[src/rtl/bpm_sim_pkg.sv]
// Shared types and constants for the BPM X/Y simulation buffer readers.
// FSM state encoding, RAM latency, address and counter widths.
package bpm_sim_pkg;

  localparam int BPM_RAM_LAT = 2;
  localparam int BPM_ADDR_W  = 12;
  localparam int BPM_OVR_W   = 16;

  typedef enum logic [1:0] {
    IDLE,
    ISSUE,
    DRAIN,
    DONE
  } frame_state_e;

endpackage

[src/rtl/bpm_rd_fifo.sv]
// Show-ahead synchronous FIFO carrying a data word and its source address.
// Output data/address read as zero while the FIFO is empty.
module bpm_rd_fifo #(
  parameter int DEPTH  = 4,
  parameter int DATA_W = 32,
  parameter int ADDR_W = 12
) (
  input  logic                       clk,
  input  logic                       rst_n,
  input  logic                       push,
  input  logic [DATA_W-1:0]          push_data,
  input  logic [ADDR_W-1:0]          push_addr,
  input  logic                       pop,
  output logic                       valid,
  output logic [DATA_W-1:0]          pop_data,
  output logic [ADDR_W-1:0]          pop_addr,
  output logic [$clog2(DEPTH+1)-1:0] count
);

  localparam int PTR_W = $clog2(DEPTH);
  localparam int CNT_W = $clog2(DEPTH+1);
  localparam logic [CNT_W-1:0] FULL = CNT_W'(DEPTH);

  logic [DATA_W-1:0] data_mem [DEPTH];
  logic [ADDR_W-1:0] addr_mem [DEPTH];

  logic [PTR_W-1:0] wr_ptr_q, wr_ptr_d;
  logic [PTR_W-1:0] rd_ptr_q, rd_ptr_d;
  logic [CNT_W-1:0] count_q, count_d;
  logic             do_push, do_pop;

  assign do_pop  = pop && (count_q != '0);
  assign do_push = push && ((count_q != FULL) || do_pop);

  always_comb begin
    wr_ptr_d = wr_ptr_q;
    rd_ptr_d = rd_ptr_q;
    if (do_push) wr_ptr_d = wr_ptr_q + PTR_W'(1);
    if (do_pop)  rd_ptr_d = rd_ptr_q + PTR_W'(1);
    count_d = count_q + CNT_W'(do_push) - CNT_W'(do_pop);
  end

  always_ff @(posedge clk or negedge rst_n) begin
    if (!rst_n) begin
      wr_ptr_q <= '0;
      rd_ptr_q <= '0;
      count_q  <= '0;
    end else begin
      wr_ptr_q <= wr_ptr_d;
      rd_ptr_q <= rd_ptr_d;
      count_q  <= count_d;
    end
  end

  always_ff @(posedge clk) begin
    if (do_push) begin
      data_mem[wr_ptr_q] <= push_data;
      addr_mem[wr_ptr_q] <= push_addr;
    end
  end

  assign valid    = (count_q != '0);
  assign pop_data = valid ? data_mem[rd_ptr_q] : '0;
  assign pop_addr = valid ? addr_mem[rd_ptr_q] : '0;
  assign count    = count_q;

endmodule

[src/rtl/bpm_xy_frame_reader.sv]
// Sweeps BPM X/Y buffer port B per trigger and streams tagged words out.
// Optional FrameChecksum output enabled by BPM_XY_FRAME_CHECKSUM_EN.
module bpm_xy_frame_reader
  import bpm_sim_pkg::*;
#(
  parameter int ADDR_W     = BPM_ADDR_W,
  parameter int DATA_W     = 32,
  parameter int RAM_LAT    = BPM_RAM_LAT,
  parameter int FIFO_DEPTH = 4
) (
  input  logic                 clk,
  input  logic                 reset,
  input  logic                 trig,
  input  logic                 Enable,
  input  logic [ADDR_W-1:0]    StartAddr,
  input  logic [ADDR_W-1:0]    EndAddr,
  output logic                 DpRamB_Read,
  output logic [ADDR_W-1:0]    DpRamB_Address,
  input  logic [DATA_W-1:0]    PosXyData,
  output logic [DATA_W-1:0]    OutData,
  output logic [ADDR_W-1:0]    OutAddr,
  output logic                 OutIsY,
  output logic                 OutValid,
  input  logic                 OutReady,
  output logic                 Busy,
  output logic                 FrameDone,
  output logic                 BadRange,
  output logic [BPM_OVR_W-1:0] TrigOverrunCnt
`ifdef BPM_XY_FRAME_CHECKSUM_EN
  ,
  output logic [DATA_W-1:0]    FrameChecksum
`endif
);

  localparam int CNT_W = $clog2(FIFO_DEPTH+1);

  frame_state_e state_q, state_d;

  logic [ADDR_W-1:0]    addr_q, addr_d;
  logic [ADDR_W-1:0]    end_q, end_d;
  logic                 rd_q, rd_d;
  logic [ADDR_W-1:0]    rd_addr_q, rd_addr_d;
  logic [CNT_W-1:0]     inflight_q, inflight_d;
  logic                 done_q, done_d;
  logic                 bad_q, bad_d;
  logic                 busy_q, busy_d;
  logic [BPM_OVR_W-1:0] ovr_q, ovr_d;

  logic                 sr_vld_q  [RAM_LAT];
  logic [ADDR_W-1:0]    sr_addr_q [RAM_LAT];

  logic                 issue;
  logic                 push;
  logic                 pop;
  logic                 credit_ok;
  logic                 fifo_drained;
  logic [CNT_W-1:0]     fifo_count;

  assign push = sr_vld_q[RAM_LAT-1];
  assign pop  = OutValid && OutReady;

  // A pop this cycle frees a slot in time for a read issued now.
  assign credit_ok =
    (int'(fifo_count) + int'(inflight_q)) < (FIFO_DEPTH + int'(pop));

  assign fifo_drained =
    (fifo_count == '0) || ((fifo_count == CNT_W'(1)) && pop);

  always_comb begin
    state_d   = state_q;
    addr_d    = addr_q;
    end_d     = end_q;
    rd_d      = 1'b0;
    rd_addr_d = rd_addr_q;
    done_d    = 1'b0;
    bad_d     = 1'b0;
    ovr_d     = ovr_q;
    issue     = 1'b0;

    if (trig && (state_q != IDLE) && (ovr_q != '1))
      ovr_d = ovr_q + BPM_OVR_W'(1);

    unique case (state_q)
      IDLE: begin
        if (trig && Enable) begin
          if (EndAddr < StartAddr) begin
            state_d = DONE;
            done_d  = 1'b1;
            bad_d   = 1'b1;
          end else begin
            issue     = 1'b1;
            rd_d      = 1'b1;
            rd_addr_d = StartAddr;
            addr_d    = StartAddr + ADDR_W'(1);
            end_d     = EndAddr;
            state_d   = (StartAddr == EndAddr) ? DRAIN : ISSUE;
          end
        end
      end
      ISSUE: begin
        if (credit_ok) begin
          issue     = 1'b1;
          rd_d      = 1'b1;
          rd_addr_d = addr_q;
          if (addr_q == end_q) state_d = DRAIN;
          else                 addr_d  = addr_q + ADDR_W'(1);
        end
      end
      DRAIN: begin
        if ((inflight_q == '0) && fifo_drained) begin
          state_d = DONE;
          done_d  = 1'b1;
        end
      end
      DONE: begin
        state_d = IDLE;
      end
    endcase

    busy_d     = (state_d != IDLE);
    inflight_d = inflight_q + CNT_W'(issue) - CNT_W'(push);
  end

  always_ff @(posedge clk or negedge reset) begin
    if (!reset) begin
      state_q    <= IDLE;
      addr_q     <= '0;
      end_q      <= '0;
      rd_q       <= 1'b0;
      rd_addr_q  <= '0;
      inflight_q <= '0;
      done_q     <= 1'b0;
      bad_q      <= 1'b0;
      busy_q     <= 1'b0;
      ovr_q      <= '0;
    end else begin
      state_q    <= state_d;
      addr_q     <= addr_d;
      end_q      <= end_d;
      rd_q       <= rd_d;
      rd_addr_q  <= rd_addr_d;
      inflight_q <= inflight_d;
      done_q     <= done_d;
      bad_q      <= bad_d;
      busy_q     <= busy_d;
      ovr_q      <= ovr_d;
    end
  end

  // Read flag and address travel alongside the RAM's read pipeline.
  always_ff @(posedge clk or negedge reset) begin
    if (!reset) begin
      for (int i = 0; i < RAM_LAT; i++) begin
        sr_vld_q[i]  <= 1'b0;
        sr_addr_q[i] <= '0;
      end
    end else begin
      sr_vld_q[0]  <= rd_q;
      sr_addr_q[0] <= rd_addr_q;
      for (int i = 1; i < RAM_LAT; i++) begin
        sr_vld_q[i]  <= sr_vld_q[i-1];
        sr_addr_q[i] <= sr_addr_q[i-1];
      end
    end
  end

  bpm_rd_fifo #(
    .DEPTH  (FIFO_DEPTH),
    .DATA_W (DATA_W),
    .ADDR_W (ADDR_W)
  ) u_fifo (
    .clk       (clk),
    .rst_n     (reset),
    .push      (push),
    .push_data (PosXyData),
    .push_addr (sr_addr_q[RAM_LAT-1]),
    .pop       (pop),
    .valid     (OutValid),
    .pop_data  (OutData),
    .pop_addr  (OutAddr),
    .count     (fifo_count)
  );

  assign OutIsY         = OutAddr[0];
  assign DpRamB_Read    = rd_q;
  assign DpRamB_Address = rd_addr_q;
  assign Busy           = busy_q;
  assign FrameDone      = done_q;
  assign BadRange       = bad_q;
  assign TrigOverrunCnt = ovr_q;

`ifdef BPM_XY_FRAME_CHECKSUM_EN
  logic [DATA_W-1:0] csum_q, csum_d;

  always_comb begin
    csum_d = csum_q;
    if ((state_q == IDLE) && trig && Enable) csum_d = '0;
    else if (pop)                            csum_d = csum_q + OutData;
  end

  always_ff @(posedge clk or negedge reset) begin
    if (!reset) csum_q <= '0;
    else        csum_q <= csum_d;
  end

  assign FrameChecksum = csum_q;
`endif

endmodule
[config.mk]
export PLATFORM = sky130hd
export DESIGN_NAME = bpm_xy_frame_reader
export DESIGN_NICKNAME = d
export VERILOG_FILES = /design/src/rtl/bpm_sim_pkg.sv /design/src/rtl/bpm_rd_fifo.sv /design/src/rtl/bpm_xy_frame_reader.sv
export SDC_FILE = /design/constraint.sdc
export NUM_CORES = 1
export LEC_CHECK = 0
export BUFFER_PORTS_ARGS = -buffer_cell sky130_fd_sc_hd__buf_2
export CORE_UTILIZATION = 60
export CTS_CLUSTER_DIAMETER = 30
export DETAILED_ROUTE_END_ITERATION = 8
export GPL_ROUTABILITY_DRIVEN = 0
export MAX_ROUTING_LAYER = met4
export PLACE_DENSITY = 0.82
export RECOVER_POWER = 25
export SLEW_MARGIN = 25
export SYNTH_ARGS = -nofsm -noshare
export SYNTH_HDL_FRONTEND = slang
export SYNTH_SLANG_ARGS = --single-unit
[constraint.sdc]
create_clock -name clk -period 6.7 [get_ports clk]
set_input_delay 0.67 -clock clk [delete_from_list [all_inputs] [get_ports clk]]
set_output_delay 0.67 -clock clk [all_outputs]
set_load 0.05 [all_outputs]
==> impl_metrics.py, run 1 <==
metrics = {
    "sta": {
        "finalHoldViolCount": 0,
        "finalSetupTns_ns": 0,
        "tightest_slew_ns": 0.890,
        "finalCriticalPeriod_ns": 4.07,
        "clock_skew_ns": 0.0167,
        "slew_violations": 0,
        "whs_ns": 0.144,
        "fin_crit_sh": 0.607,
        "fmax_mhz": 246,
        "setup_violations": 0,
        "relSlewSlack": 0.407,
        "rsz0062_at_grt": "false",
    },
    "finish": {
        "diodes": 0,
        "num-fill-cells": 1077,
        "layout-drive-gt1-share": 0.300,
        "area_growth_pct": 21.8,
        "multi_input_area_mm2": 0.00344,
        "final_util": 0.758,
        "seq_area_mm2": 0.00764,
        "nets": 960,
    },
    "synthesis": {
        "syn-cell-area_mm2": 0.0113,
        "netlist-cell-type-count": 61,
        "synth_edf_count": 176,
        "synthTopCellsByCount": "edfxtp_1 (176), dfrtp_1 (94), and2_1 (49), mux4_2 (44), nand2_1 (37)",
        "yosysMostFrequentCell": "edfxtp_1",
        "synth.avg_cell_area_um2": 15.9,
        "synthCells": 711,
        "ys_seq_area_frac": 0.674,
        "ys_warn_count": 0,
        "syn_nets": 800,
        "ys_ff_latch": 270,
        "synth_area_leader_cell": "edfxtp_1",
        "ys_top_cells_by_area": "edfxtp_1 (47%), dfrtp_1 (21%), mux4_2 (8.7%)",
        "yosysTopAreaCellShare": 0.466,
        "ys.flop_type": "edfxtp_1",
        "async_flop_share": 0.348,
    },
    "clock_tree": {
        "root_buffer": "clkbuf_16",
        "cts_tree": "yes",
        "cts_setup_buffers": 0,
        "clk_pin_slew_ns": 0.05,
        "clk_latency_ns": 0.54,
        "cts_sinks": 270,
        "cts-htree-levels": 2,
        "ctsLongestPathBuffers": 3,
        "cts_buffers": 46,
        "cts_resized": 0,
        "cts_hold_buffers": 0,
    },
    "setup_path": {
        "crit_family": "adder cells",
        "crit_path_top_delay_cell": "nand3_1",
        "critical_path_class": "flop to flop",
        "start_kind": "flop",
        "max_stage_delay_ns": 0.66,
        "critPathBufInv": 3,
        "cp_cell_sequence": "ha_1, fa_1, o31ai_1, nand3_1, nand3_1, inv_1, ha_1, inv_1, ha_1, inv_1, fa_1, xnor2_1, xnor2_1",
        "r2r_start": "u_fifo.count[0]$_DFF_PN0_",
        "crit_cells": 13,
        "rr_endpoint": "inflight_q[2]$_DFF_PN0_",
        "regToRegSetupSlack_ns": 2.63,
        "reg2reg_depth": 13,
        "required_ns": 7.15,
        "cp_data_arrival_time_ns": 4.51,
        "critPathMaxFanout": 20,
        "end_kind": "flop",
    },
    "power_and_ir_drop": {
        "internal-power_mw": 4.77,
        "power_switching_mw": 3.20,
        "power_density_mw_per_mm2": 577,
        "p_comb_frac": 0.360,
        "p_seq_frac": 0.335,
        "p_clk_frac": 0.304,
        "p_leak_nw": 5.42,
        "sw_frac_of_total": 0.402,
        "vdd.ir_drop.worst_v": 0.000337,
    },
    "detailed_routing": {
        "totalWireLength_um": 24100,
        "first_iter_violations": 528,
        "wl_per_cell_um": 21.2,
        "first_pass_iters": 5,
        "dr_total_vias": 6824,
        "drc": 0,
        "ant_nets": 0,
        "viasPerCell": 6.00,
    },
    "floorplan": {
        "die_w_um": 139,
        "die_area_mm2": 0.0194,
        "ios": 139,
        "num_rows": 49,
        "start_util": 0.622,
        "die_h_um": 139,
        "coreArea_mm2": 0.0182,
    },
    "grt": {
        "grt_start_max_net_pins": 50,
        "gr-total-overflow": 0,
        "grt_pass1_vias": 7106,
        "grt_usage": 0.267,
        "antenna_found_initial": 0,
        "grt_pass1_wl_um": 38300,
    },
    "flow_run": {
        "drv_cap": 0,
    },
    "run_status": {
        "outcome": "complete, no violations",
    },
    "worst_hold_path": {
        "min_path_type": "input pin to async pin",
    },
    "placement": {
        "port_buffers": 138,
        "hpwl_um": 14100,
    },
}
[area by class of cell]
cell class	count	area share
Clock inverter	39	0.0341
Clock buffer	47	0.0837
Sequential cell	270	0.554
Tap cell	229	0.0208
Inverter	33	0.00898
Timing Repair Buffer	141	0.0490
Multi-Input combinational cell	379	0.250
[layer usage]
| layer | global-route usage | wire length [um] | vias to the layer above |
|---|---|---|---|
| met5 | - | 0 | - |
| met4 | 0.0959 | 619 | 0 |
| met3 | 0.0526 | 1720 | 49 |
| met2 | 0.438 | 12400 | 361 |
| met1 | 0.332 | 9440 | 3392 |
| li1 | - | - | 3022 |
[cell families (layout without fill, tap and decap cells)]
logic type,count (synthesis),in the layout,share of synthesized area
AND/OR/NAND/NOR,172,172,0.0836
flip-flops,270,270,0.674
buffers and inverters,62,260,0.0235
XOR/XNOR,37,37,0.0286
multiplexers,68,68,0.111
adder cells (fa/ha/maj),28,28,0.0329
AO/OA/AOI/OAI,74,74,0.0467
[registers in the layout (all words and copies together), names as in the netlist]
| register | cells |
|---|---|
| FrameDone | 1 |
| addr_q | 12 |
| sr_vld_q | 1 |
| state_q | 2 |
| end_q | 12 |
| u_fifo.wr_ptr_q | 2 |
| u_fifo.count | 3 |
| Busy | 1 |
| TrigOverrunCnt | 16 |
| DpRamB_Address | 12 |
| u_fifo.data_mem | 128 |
| inflight_q | 3 |
| DpRamB_Read | 1 |
| BadRange | 1 |
| sr_addr_q | 24 |
| u_fifo.addr_mem | 48 |
| u_fifo.rd_ptr_q | 2 |
| push | 1 |
[through the flow]
step | instances | power (mW) | area (um^2) | setup slack [ns]
finish | 1138 | 7.97 | 13800 | 2.63
global route | 1138 | 8.31 | 13800 | 2.25
CTS | 1138 | 8.01 | 13800 | 2.67
detailed placement | 1052 | 5.53 | 12200 | 2.51
global placement | 1052 | 5.43 | 12200 | 2.69
floorplan | 711 | 4.83 | 11300 | 3.27
[power groups by stage]
stage	combinational [mW]	sequential, mW	clock [mW]
5_1_grt	3.05	2.73	2.52
4_1_cts	2.88	2.68	2.45
6_report	2.87	2.67	2.42
3_3_place_gp	2.77	2.66	0
3_5_place_dp	2.84	2.70	0
2_1_floorplan	2.16	2.67	0
[placed cells by master (no fill, tap or decap), drive strengths merged, types with 5 or more instances in the layout]
master / instances
and3: 6
nor3: 7
edfxtp: 176
a31oi: 8
clkbuf: 79
dfrtp: 94
ha: 25
nand4: 8
and2: 49
inv: 50
a21oi: 14
o21ai: 15
xor2: 16
nand3: 17
nor4: 5
xnor2: 21
bufinv: 6
mux2: 20
nand2: 38
clkinv: 12
o31ai: 6
nor2: 18
mux4: 44
buf: 109
[worst max-delay path by stage]
stage,start,to
global route,u_fifo.count[0]$_DFF_PN0_,inflight_q[2]$_DFF_PN0_
detailed placement,StartAddr[2],inflight_q[2]$_DFF_PN0_
CTS,u_fifo.count[0]$_DFF_PN0_,inflight_q[2]$_DFF_PN0_
finish,u_fifo.count[0]$_DFF_PN0_,inflight_q[2]$_DFF_PN0_
global placement,StartAddr[2],inflight_q[2]$_DFF_PN0_
floorplan,StartAddr[9],inflight_q[2]$_DFF_PN0_
Note: power is estimated with default switching activity, not from simulation.
==> inputs of run 2 (changes only) <==
CORE_UTILIZATION = 52   (was 60)
PLACE_DENSITY = 0.75   (was 0.82)
clock period = 3.6 ns   (was 6.7 ns; I/O delays follow)
==> run 2 against run 1 <==
Register-to-register slack got worse by 2.3 ns. Clock-buffer cell count is 7 higher. Worst setup slack got worse by 2.3 ns. Utilization decreased by 8.3 points. Critical path depth unchanged. Critical endpoint unchanged. Sequential power is 81% higher. Clock power rose by 110%.
==> impl_metrics.py, run 2 (synthesis results as in run 1) <==
metrics = {
    "worst_hold_path": {
        "min_from": "EndAddr[10]",
        "min_path_type": "input pin to flop",
    },
    "grt": {
        "grt_pass1_wl_um": 36800,
        "grt_start_max_net_pins": 50,
        "gr-total-overflow": 0,
        "grt_usage": 0.224,
        "grt_pass1_vias": 6921,
        "antenna_found_initial": 0,
    },
    "power_and_ir_drop": {
        "design_power_total_mw": 15.5,
        "power_density_mw_per_mm2": 1080,
        "p_leak_nw": 5.68,
        "vdd.ir_drop.worst_v": 0.000633,
    },
    "detailed_routing": {
        "totalWireLength_um": 23200,
        "viasPerCell": 5.49,
        "dr_total_vias": 6685,
        "ant_nets": 0,
        "drc": 0,
        "wl_per_cell_um": 19.0,
        "first_pass_iters": 6,
        "first_iter_violations": 377,
    },
    "setup_path": {
        "rr_endpoint": "inflight_q[2]$_DFF_PN0_",
        "endpoint": "inflight_q[2]$_DFF_PN0_",
        "regToRegSetupSlack_ns": 0.36,
        "critPathMaxFanout": 6,
        "crit_path_start": "u_fifo.count[0]$_DFF_PN0_",
        "reg2reg_depth": 13,
        "cp_data_arrival_time_ns": 3.66,
        "start_kind": "flop",
        "required_ns": 4.03,
        "r2r_start": "u_fifo.count[0]$_DFF_PN0_",
        "critical_path_class": "flop to flop",
        "end_kind": "flop",
    },
    "finish": {
        "nets": 989,
        "largest_reg_flops": 128,
        "final_area_mm2": 0.0143,
        "final_common_cell": "edfxtp_1",
        "top_regs": "u_fifo.data_mem: 128 flops, u_fifo.addr_mem: 48 flops, sr_addr_q: 24 flops",
        "diodes": 0,
        "num-fill-cells": 1461,
        "top_register": "u_fifo.data_mem",
        "area_growth_pct": 26.4,
        "multi_input_area_mm2": 0.00343,
        "mostFrequentLayoutCells": "edfxtp_1 (176), buf_2 (107), dfrtp_1 (92)",
        "layout-drive-gt1-share": 0.317,
        "seq_area_mm2": 0.00764,
    },
    "clock_tree": {
        "cts_sinks": 270,
        "root_buffer": "clkbuf_16",
        "cts_buffers": 50,
        "ctsLongestPathBuffers": 3,
        "cts-htree-levels": 2,
        "clk_pin_slew_ns": 0.05,
        "cts_setup_buffers": 0,
        "cts_tree": "yes",
        "clk_latency_ns": 0.55,
    },
    "sta": {
        "finalSetupTns_ns": 0,
        "setup_violations": 0,
        "tightest_slew_ns": 0.630,
        "slew_violations": 0,
        "finalCriticalPeriod_ns": 3.24,
        "rsz0062_at_grt": "false",
        "fmax_mhz": 309,
        "clock_skew_ns": 0.00853,
        "relSlewSlack": 0.578,
        "finalHoldViolCount": 0,
        "fin_crit_sh": 0.899,
    },
    "floorplan": {
        "die_h_um": 150,
        "die_area_mm2": 0.0224,
        "num_rows": 53,
        "start_util": 0.534,
        "coreArea_mm2": 0.0212,
        "die_w_um": 150,
        "ios": 139,
    },
    "placement": {
        "placed_area_mm2": 0.0125,
        "port_buffers": 138,
        "hpwl_um": 15000,
    },
    "run_status": {
        "outcome": "complete, no violations",
    },
    "flow_run": {
        "drv_cap": 0,
    },
}
run 2: cell types whose count changed in the layout (fill, tap and decap cells not counted), sizes merged:
cell | previous run | this run
buf | 109 | 133
clkinv | 12 | 18
inv | 50 | 40
clkbuf | 79 | 84
bufinv | 6 | 13
dlygate4sd3 | 0 | 3
clkinvlp | 4 | 2
run 2: how the worst min path moves through the flow:
stage | end | slack (ns) | cells past startpoint
2_1_floorplan | BadRange$_DFF_PN0_ | 0.06 | 0
3_3_place_gp | sr_addr_q[1]$_DFF_PN0_ | 0.33 | 0
5_1_grt | end_q[10]$_DFFE_PN0P_ | 0.05 | 2
4_1_cts | u_fifo.data_mem[2][28]$_DFFE_PP_ | 0.004 | 1
6_report | end_q[10]$_DFFE_PN0P_ | 0.06 | 2
3_5_place_dp | sr_addr_q[0]$_DFF_PN0_ | 0.33 | 0
run 2: worst max-delay path, cell delays in order (launching register included):
cell	delay, ns
dfrtp_1	0.43
ha_1	0.24
fa_1	0.45
o31ai_1	0.34
nand3_1	0.26
nand3_1	0.17
inv_1	0.05
ha_1	0.28
inv_1	0.05
ha_1	0.14
inv_1	0.05
fa_1	0.37
xnor2_1	0.14
xnor2_1	0.13
run 2: timing repair:
action	in CTS	in global routing
hold endpoints to repair	54	0
resized for setup	0	0
hold buffers	3	0
setup endpoints to repair	0	0
run 2: routing by layer:
layer / track usage / vias up / wire length (um)
met5: - / - / 0
met4: 0.0964 / 0 / 624
met3: 0.0466 / 50 / 1510
met2: 0.349 / 249 / 11200
met1: 0.285 / 3300 / 9850
li1: - / 3086 / -
run 2: stage by stage:
step            util  std cells  hold slack, ns  setup WS [ns]
4_1_cts        0.677       1217         0.00434          0.355
2_1_floorplan      -        711          0.0644          0.372
5_1_grt        0.675       1217          0.0505          0.199
3_3_place_gp   0.587       1120           0.332          0.438
6_report       0.675       1217          0.0602          0.362
3_5_place_dp   0.587       1120           0.335          0.346
run 2: cell type report:
cell class,count,share of cell area
clock inverter,40,0.0425
timing repair buffer,166,0.0627
sequential,270,0.533
tap,275,0.0240
inverter,33,0.00864
clock buffer,54,0.0891
multi-input combinational,379,0.240
run 2: where the power goes:
part	internal [mW]	switching, mW	total (mW)	leakage, nW
clock	3.53	1.62	5.16	0.921
sequential	4.19	0.630	4.82	2.72
combinational	1.94	3.61	5.55	2.03
total	9.66	5.87	15.5	5.68
==> inputs of run 3 (changes only) <==
CORE_MARGIN = 2   (was default)
CORE_UTILIZATION = 50   (was 52)
PLACE_DENSITY = 0.73   (was 0.75)
==> run 3 against run 2 <==
Sequential cell count did not move. Power fell by 4.9%. Critical path type unchanged. Final area fell by 1.8%. Clock power fell by 15%. Critical endpoint unchanged. Critical path depth did not move. Global-route usage fell by 2.4 points. Utilization fell by 4.8 points. Sequential power barely moved.
==> impl_metrics.py, run 3 (synthesis results as in run 1) <==
metrics = {
    "grt": {
        "antenna_found_initial": 0,
        "grt_pass1_wl_um": 36500,
        "gr-total-overflow": 0,
        "grt_start_max_net_pins": 46,
        "grt_pass1_vias": 6989,
        "grt_usage": 0.200,
    },
    "finish": {
        "layout-drive-gt1-share": 0.308,
        "nets": 982,
        "final_area_mm2": 0.0141,
        "final_common_cell": "edfxtp_1",
        "top_regs": "u_fifo.data_mem: 128 flops, u_fifo.addr_mem: 48 flops, sr_addr_q: 24 flops",
        "mostFrequentLayoutCells": "edfxtp_1 (176), buf_2 (105), dfrtp_1 (92)",
        "top_register": "u_fifo.data_mem",
        "area_growth_pct": 24.1,
        "largest_reg_flops": 128,
        "diodes": 0,
        "num-fill-cells": 1648,
    },
    "detailed_routing": {
        "wl_per_cell_um": 18.6,
        "dr_total_vias": 6674,
        "first_pass_iters": 6,
        "first_iter_violations": 391,
        "drc": 0,
        "viasPerCell": 5.48,
        "totalWireLength_um": 22600,
        "ant_nets": 0,
    },
    "setup_path": {
        "start_kind": "flop",
        "crit_family": "adder cells",
        "crit_path_top_delay_cell": "fa_1",
        "max_stage_delay_ns": 0.44,
        "end_kind": "flop",
        "r2r_start": "u_fifo.count[0]$_DFF_PN0_",
        "cp_data_arrival_time_ns": 3.56,
        "critPathMaxFanout": 6,
        "required_ns": 4.01,
        "crit_path_start": "u_fifo.count[0]$_DFF_PN0_",
        "critical_path_class": "flop to flop",
        "critPathBufInv": 3,
        "cp_cell_sequence": "ha_1, fa_1, o31ai_1, nand3_1, nand3_1, inv_1, ha_1, inv_1, ha_1, inv_1, fa_1, xnor2_1, xnor2_1",
    },
    "sta": {
        "clock_skew_ns": 0.0250,
        "relSlewSlack": 0.573,
        "rsz0062_at_grt": "false",
        "tightest_slew_ns": 0.640,
        "finalHoldViolCount": 0,
        "whs_ns": 0.0851,
        "fmax_mhz": 317,
        "fin_crit_sh": 0.875,
        "setup_violations": 0,
        "slew_violations": 0,
        "finalSetupTns_ns": 0,
        "finalCriticalPeriod_ns": 3.15,
    },
    "clock_tree": {
        "cts_setup_buffers": 0,
        "cts_sinks": 270,
        "ctsLongestPathBuffers": 3,
        "clk_latency_ns": 0.54,
        "cts-htree-levels": 2,
        "cts_buffers": 48,
        "cts_hold_buffers": 1,
        "clk_pin_slew_ns": 0.05,
        "cts_tree": "yes",
        "root_buffer": "clkbuf_16",
        "cts_resized": 0,
    },
    "power_and_ir_drop": {
        "design_power_total_mw": 14.8,
        "power_density_mw_per_mm2": 1050,
        "p_leak_nw": 5.52,
        "vdd.ir_drop.worst_v": 0.000460,
    },
    "run_status": {
        "outcome": "complete, no violations",
    },
    "placement": {
        "placed_area_mm2": 0.0125,
        "port_buffers": 138,
        "hpwl_um": 14700,
    },
    "floorplan": {
        "die_area_mm2": 0.0239,
        "coreArea_mm2": 0.0224,
        "die_h_um": 155,
        "num_rows": 55,
        "start_util": 0.505,
        "ios": 139,
        "die_w_um": 155,
    },
    "worst_hold_path": {
        "min_path_type": "input pin to flop",
        "min_from": "PosXyData[28]",
    },
    "flow_run": {
        "drv_cap": 0,
    },
}
## run 3: cell types whose count changed in the layout (fill, tap and decap cells not counted), sizes merged
| cell | previous run | this run |
|---|---|---|
| clkbuf | 84 | 96 |
| clkinvlp | 2 | 6 |
| dlygate4sd3 | 3 | 1 |
| bufinv | 13 | 3 |
| inv | 40 | 39 |
| clkinv | 18 | 11 |
| buf | 133 | 128 |
## run 3: path summary, 6_finish.rpt
path | endpoint | slack (ns) | cells after the start
max in group asynchronous | TrigOverrunCnt[9]$_DFFE_PN0P_ | 2.39 | 3
max | inflight_q[2]$_DFF_PN0_ | 0.45 | 13
min reg2reg | sr_addr_q[0]$_DFF_PN0_ | 0.33 | 0
max reg2reg | inflight_q[2]$_DFF_PN0_ | 0.45 | 13
min in group asynchronous | sr_addr_q[0]$_DFF_PN0_ | 0.37 | 2
min | u_fifo.data_mem[1][28]$_DFFE_PP_ | 0.09 | 1
## run 3: final cells by class
cell class                      instances  area [um^2]  area share
Clock buffer                           64         1380      0.0978
Tap cell                              285          357      0.0254
Clock inverter                         26          267      0.0189
Inverter                               33          124     0.00881
Timing Repair Buffer                  161          866      0.0616
Multi-Input combinational cell        379         3430       0.244
Sequential cell                       270         7640       0.543
## run 3: metal layers
layer / up-vias / wire (um) / global-route usage
met3: 46 / 1500 / 0.0392
li1: 3080 / - / -
met4: 0 / 499 / 0.0745
met1: 3273 / 9810 / 0.262
met5: - / 0 / -
met2: 275 / 10800 / 0.314
## run 3: per-stage QoR
step	utilization	cells	worst slack [ns]
after floorplan	-	711	0.372
after global placement	0.555	1127	0.441
after detailed placement	0.555	1127	0.312
after CTS	0.629	1218	0.413
after global routing	0.627	1218	0.179
final	0.627	1218	0.448
## run 3: power by group
part           leakage (nW)  switching (mW)  internal (mW)
registers              2.72           0.610           4.19
logic                  2.01            3.63           1.93
clock network         0.790            1.49           2.92
total                  5.52            5.73           9.04
